--- config.mk ---
export PLATFORM = sky130hd
export DESIGN_NAME = adder_16
export DESIGN_NICKNAME = d
export VERILOG_FILES = /design/src/rtl/adder_pkg.sv /design/src/rtl/cla4.sv /design/src/rtl/adder_16.sv
export SDC_FILE = /design/constraint.sdc
export NUM_CORES = 1
export LEC_CHECK = 0
export CAP_MARGIN = 30
export CORE_MARGIN = 8
export CORE_UTILIZATION = 44
export CTS_CLUSTER_DIAMETER = 100
export DETAILED_ROUTE_END_ITERATION = 12
export GPL_ROUTABILITY_DRIVEN = 0
export PLACE_DENSITY = 0.94
export SYNTH_ARGS = -nofsm -noshare
export SYNTH_HDL_FRONTEND = slang
export SYNTH_SLANG_ARGS = --single-unit
--- constraint.sdc ---
create_clock -name CLK -period 5.57 [get_ports CLK]
set_input_delay 1.3925 -clock CLK [delete_from_list [all_inputs] [get_ports CLK]]
set_output_delay 1.3925 -clock CLK [all_outputs]
set_load 0.05 [all_outputs]
--- src/rtl/adder_pkg.sv ---
// Shared constants and the word type for the 16-bit lookahead adder.
package adder_pkg;

    localparam int ADD_WIDTH = 16;
    localparam int GRP_WIDTH = 4;
    localparam int NUM_GRP   = ADD_WIDTH / GRP_WIDTH;

    typedef logic [ADD_WIDTH-1:0] word_t;

endpackage

--- src/rtl/cla4.sv ---
// 4-bit carry-lookahead group: local sum bits, group generate/propagate, and
// the carry into the top bit (used by the top level for signed overflow).
module cla4
    import adder_pkg::*;
(
    input  logic [GRP_WIDTH-1:0] a,
    input  logic [GRP_WIDTH-1:0] b,
    input  logic                 cin,
    output logic [GRP_WIDTH-1:0] s,
    output logic                 G,
    output logic                 P,
    output logic                 c3
);

    logic [GRP_WIDTH-1:0] g;
    logic [GRP_WIDTH-1:0] p;
    logic                 c1;
    logic                 c2;

    assign g = a & b;
    assign p = a ^ b;

    // Every carry is a flat sum-of-products of g, p and cin; nothing ripples.
    assign c1 = g[0] | (p[0] & cin);
    assign c2 = g[1] | (p[1] & g[0]) | (p[1] & p[0] & cin);
    assign c3 = g[2] | (p[2] & g[1]) | (p[2] & p[1] & g[0])
              | (p[2] & p[1] & p[0] & cin);

    assign G = g[3] | (p[3] & g[2]) | (p[3] & p[2] & g[1])
             | (p[3] & p[2] & p[1] & g[0]);
    assign P = &p;

    assign s = p ^ {c3, c2, c1, cin};

endmodule

--- src/rtl/adder_16.sv ---
// Registered 16-bit adder: four cla4 groups joined by a second-level lookahead.
// Define ADDER_STATUS_EN to add the registered COUT and OVF status outputs.
module adder_16
    import adder_pkg::*;
(
    input  logic  CLK,
    input  logic  RST,
    input  word_t IN1,
    input  word_t IN2,
`ifdef ADDER_STATUS_EN
    output word_t OUT,
    output logic  COUT,
    output logic  OVF
`else
    output word_t OUT
`endif
);

    logic [NUM_GRP-1:0] grp_g;
    logic [NUM_GRP-1:0] grp_p;
    logic [NUM_GRP-1:0] grp_c3;
    logic [NUM_GRP:0]   grp_cin;
    word_t              sum;
    logic               unused_carry;

    // grp_cin[k] is the carry into group k; grp_cin[NUM_GRP] is c16.
    assign grp_cin[0] = 1'b0;
    assign grp_cin[1] = grp_g[0] | (grp_p[0] & grp_cin[0]);
    assign grp_cin[2] = grp_g[1] | (grp_p[1] & grp_g[0])
                      | (grp_p[1] & grp_p[0] & grp_cin[0]);
    assign grp_cin[3] = grp_g[2] | (grp_p[2] & grp_g[1])
                      | (grp_p[2] & grp_p[1] & grp_g[0])
                      | (grp_p[2] & grp_p[1] & grp_p[0] & grp_cin[0]);
    assign grp_cin[4] = grp_g[3] | (grp_p[3] & grp_g[2])
                      | (grp_p[3] & grp_p[2] & grp_g[1])
                      | (grp_p[3] & grp_p[2] & grp_p[1] & grp_g[0])
                      | (grp_p[3] & grp_p[2] & grp_p[1] & grp_p[0] & grp_cin[0]);

    generate
        for (genvar i = 0; i < NUM_GRP; i++) begin : g_grp
            cla4 u_cla4 (
                .a   (IN1[i*GRP_WIDTH +: GRP_WIDTH]),
                .b   (IN2[i*GRP_WIDTH +: GRP_WIDTH]),
                .cin (grp_cin[i]),
                .s   (sum[i*GRP_WIDTH +: GRP_WIDTH]),
                .G   (grp_g[i]),
                .P   (grp_p[i]),
                .c3  (grp_c3[i])
            );
        end
    endgenerate

    always_ff @(posedge CLK) begin
        if (RST) begin
            OUT <= '0;
        end else begin
            OUT <= sum;
        end
    end

`ifdef ADDER_STATUS_EN
    always_ff @(posedge CLK) begin
        if (RST) begin
            COUT <= 1'b0;
            OVF  <= 1'b0;
        end else begin
            COUT <= grp_cin[NUM_GRP];
            OVF  <= grp_cin[NUM_GRP] ^ grp_c3[NUM_GRP-1];
        end
    end

    assign unused_carry = ^grp_c3[NUM_GRP-2:0];
`else
    assign unused_carry = ^{grp_c3, grp_cin[NUM_GRP]};
`endif

endmodule

Word level (Yosys, flattened, before mapping)
Index checks and enable logic that the tools add are counted.
- reductions and logical operators: 2
- bitwise operators: 95
- operator list (kind ; count):
    $and A1 B1 Y1 ; 50
    $or A1 B1 Y1 ; 33
    $xor A4 B4 Y4 ; 8
    $and A4 B4 Y4 ; 3
    $reduce_and A4 Y1 ; 2
    $and A3 B3 Y3 ; 1
- flip-flop bits (word level): 16
- word-level logic and storage cells: 98
- output and inout port bits: 16

Longest topological paths before layout
- depth in word-level cells: 11
- gate-level depth with buffers: 9
- gate-level depth less buffers: 9

Hierarchy
From an unflattened synthesis, not the netlist that was laid out.
- cells, all modules: 128
- area, all modules: 1193.6 µm²
- modules (own cells, without submodules) (module ; instances ; area an instance (µm²) ; cells each ; seq. area each (µm²)):
    adder_16 ; 1 ; 452.9 ; 36 ; 320.3
    cla4 (g_grp[2].u_cla4 ...) ; 2 ; 182.7 ; 23 ; 0.0
    cla4 (g_grp[0].u_cla4) ; 1 ; 193.9 ; 23 ; 0.0
    cla4 (g_grp[1].u_cla4) ; 1 ; 181.4 ; 23 ; 0.0

Least setup slack after synthesis
No wires, ideal clock.
- kind: input to register
- start point: in IN1[2]
- end point: reg OUT[9]
- data required time: 5.442 ns
- setup slack: 2.303 ns
- arrival time: 3.139 ns
- cell stages on the path: 9
- cell sequence: ha_1 -> a41oi_2 -> o21ai_2 -> a21o_1 -> a21oi_1 -> o21ai_0 -> fa_1 -> xnor2_1 -> nor2_1
- cells in the longest elaborated chain, start to end: 10
- elaborated cells between the ends (all ways): 15
- ends and longest elaborated chain (element ; RTL line ; text):
    from (decl) ; adder_16.sv:8 ; input word_t IN1,
    $and A4 B4 Y4 or $xor A4 B4 Y4 (tied branches) ; cla4.sv:20, cla4.sv:21 ;
    $and A1 B1 Y1 (on tied branches) ; cla4.sv:29, cla4.sv:30 ;
    $or A1 B1 Y1 (tied with other cells) ; cla4.sv:29 ; assign G = g[3] | (p[3] & g[2]) | (p[3] & p[2] & g[1])
    $or A1 B1 Y1 or $and A1 B1 Y1 (tied branches) ; cla4.sv:29, cla4.sv:30 ;
    $or A1 B1 Y1 * ; cla4.sv:30 ; | (p[3] & p[2] & p[1] & g[0]);
    $and A1 B1 Y1 * ; adder_16.sv:29 ; assign grp_cin[2] = grp_g[1] | (grp_p[1] & grp_g[0])
    $or A1 B1 Y1 * ; adder_16.sv:29 ;
    $and A1 B1 Y1 * ; cla4.sv:24 ; assign c1 = g[0] | (p[0] & cin);
    $or A1 B1 Y1 * ; cla4.sv:24 ;
    $xor A4 B4 Y4 * ; cla4.sv:33 ; assign s = p ^ {c3, c2, c1, cin};
    to (signal assigned) ; adder_16.sv:57 ; OUT <= sum;
    to (decl) ; adder_16.sv:15 ; output word_t OUT
Mark *: on every way between the ends. The rest lies on a longest branch, timed or not.
A chain may end at the register's enable or synchronous reset.

Worst setup path in the final report
Ends and elaborated chain as after synthesis.

==> reports/summary.txt <==
Status: finished, final reports clean
Worst-Margin Slew: 741 ps
GR peak layer: met2
Final core occ: 67.7%
Required @ worst endpoint: 5720 ps
Routed vias/inst: 5.47
CTS tree: built
Top reg by flops: OUT
Crit path launch type: input port
Hold Path End: OUT[15]$_SDFF_PP0_
DR iter-0 viols: 19
Drt wl/cell: 15.1 um
Reg power frac: 33.9%
Sequential area share after synthesis: 30.0%
Comb power frac: 46.9%
Synth unique cells: 31
GRT overflow: 0
Synth cell count leaders: 16 x dfxtp_1, 15 x ha_1, 11 x nor2_1
Final setup fails: 0
Synthesis-to-finish area growth: 51.5%
GR Layer Usage met3: 4.93%
Power Density: 244 mW/mm2
Leading area contributor after synthesis: dfxtp_1
Final count of hold timing violations: 0
H-tree depth: 1
Residual DRC: 0
GR Layer Usage met2: 25.8%
Routed wire length: 2890 um
Max Slew Vio Count: 0
Cells after Synth: 110
CTS Hold Bufs: 0
# rows: 18
Design Area, Final: 0.00162 mm2
CP max FO: 4
Die Span X: 65.2 um
Synth top area cells: dfxtp_1 30%, ha_1 18%, fa_1 7.5%
Hold Path Origin: IN1[15]
Die area: 0.00425 mm2
Die height: 65.2 um
Worst Hold Depth: 4
Final #Nets: 215
CP Class: in -> reg
VDD IR max: 0.159 mV
Mapped Nets: 163
# fillers: 209
Clock sinks: 16
Layout cells sized above 1: 4.35%
I/O Pins: 50
Power Total: 0.394 mW
Core ar.: 0.00239 mm2
Initial antenna violation count: 0
Area fraction of the dominant cell type after synthesis: 30.0%
CTS Root Cell: clkbuf_4
Post-synth top flop: dfxtp_1
Top-count cell post-synth: dfxtp_1
Post-CTS Setup Inserts: 0
GRT Total Usage: 13.5%
Sw Ratio: 36.9%
Normalized max-slew margin: 50.4%
Max Fclk: 270 MHz
Avg Cell Area, Syn: 9.69 um2
Crit path DAT: 3850 ps
Internal: 0.249 mW
Worst Hold Class: in -> reg
Via count of the first global-routing pass: 1,093
Shortest period the worst path allows: 3700 ps
Placed inst area: 0.00158 mm2
ANT nets after route: 0
Initial Util: 44.7%
Port bufs: 49
Mapped Area: 0.00107 mm2
Clock share of power: 19.3%
Met1 usage: 11.6%
Post-synthesis register bit count: 16
Dpl hpwl: 2410 um
Asr flop ratio synth: 0%
Setup TNS Final: 0 ps
Switching Power: 0.145 mW
Max-Cap Viols: 0
TritonRoute pass-1 iters: 4
Vias: 1,045
First-pass GRT wire length: 4660 um
Period utilisation layout: 66.5%
RSZ-0062 raised after global routing: false
Largest net degree at the start of global routing: 24
Post-CTS Resized: 0
Yosys warning count: 0
Pleak: 0.683 nW
CP endpoint kind: flip-flop
Post-synth EDFFs: 0
Max reg flops: 16
Max clock buf depth: 2
Clock-pin slew on the worst setup and hold paths: 100 ps
Number of antenna diodes: 0
Top Registers: OUT: 16 flops
TritonCTS buffer count: 3
[cell type report]
cell class	instances	area, um2	share of cell area, %
multi-input cells	90	723	44.8
repair buffers	49	490	30.4
flip-flops and latches	16	320	19.8
well taps	30	37.5	2.32
clock buffers	4	36.3	2.25
inverters	2	7.51	0.465
[power groups by stage]
stage / combinational, mW / clock, mW / sequential, mW
global route: 0.198 / 0.0821 / 0.135
global placement: 0.178 / 0 / 0.136
floorplan: 0.0621 / 0 / 0.189
CTS: 0.186 / 0.0783 / 0.134
detailed placement: 0.184 / 0 / 0.136
finish: 0.184 / 0.0758 / 0.133
[worst max path at each step]
stage / startpoint / to / cells past startpoint
final: IN1[2] / OUT[9]$_SDFF_PP0_ / 10
after global routing: IN1[2] / OUT[9]$_SDFF_PP0_ / 10
after CTS: IN1[2] / OUT[9]$_SDFF_PP0_ / 10
after detailed placement: IN1[2] / OUT[9]$_SDFF_PP0_ / 10
after global placement: IN1[1] / OUT[9]$_SDFF_PP0_ / 10
after floorplan: IN1[2] / OUT[9]$_SDFF_PP0_ / 9
[cells by family (layout without fill, tap and decap cells)]
| kind of cell | after synthesis | after routing | synth area share [%] |
|---|---|---|---|
| simple gates | 36 | 36 | 17.7 |
| compound gates | 26 | 26 | 16.8 |
| fa+ha+maj | 19 | 19 | 25.1 |
| xor+xnor | 7 | 7 | 5.75 |
| flops | 16 | 16 | 30.0 |
| buf+inv | 4 | 55 | 2.11 |
| mux | 2 | 2 | 2.46 |
[through the flow]
| step | cells | hold WS [ps] | setup WS (ps) |
|---|---|---|---|
| floorplan | 110 | 1580 | 2300 |
| global placement | 187 | 2110 | 1750 |
| detailed placement | 187 | 2140 | 1610 |
| CTS | 191 | 1830 | 1900 |
| global route | 191 | 1860 | 1720 |
| finish | 191 | 1840 | 1870 |
[cell usage in the layout, fill, tap and decap left out, drive strengths merged, types with 5 or more instances in the layout]
| master | count |
|---|---|
| a21o | 5 |
| a21oi | 7 |
| xnor2 | 5 |
| o21ai | 6 |
| dfxtp | 16 |
| ha | 15 |
| nor2b | 6 |
| clkdlybuf4s50 | 49 |
| nor2 | 11 |
| nand2 | 5 |
[layer usage]
metal	part of all wire, %	wire (um)	vias up
li1	-	-	496
met1	32	934	485
met2	53	1540	50
met3	9.4	271	14
met4	5.0	145	0
met5	0	0	-
[worst max-delay path, cell delays in order]
cell             delay, ps
clkdlybuf4s50_1        440
ha_1                   390
a41oi_2                240
o21ai_2                110
a21o_1                 200
a21oi_1                300
o21ai_0                170
fa_1                   400
xnor2_1                160
nor2_1                  50
Note: power is estimated with default switching activity, not from simulation.
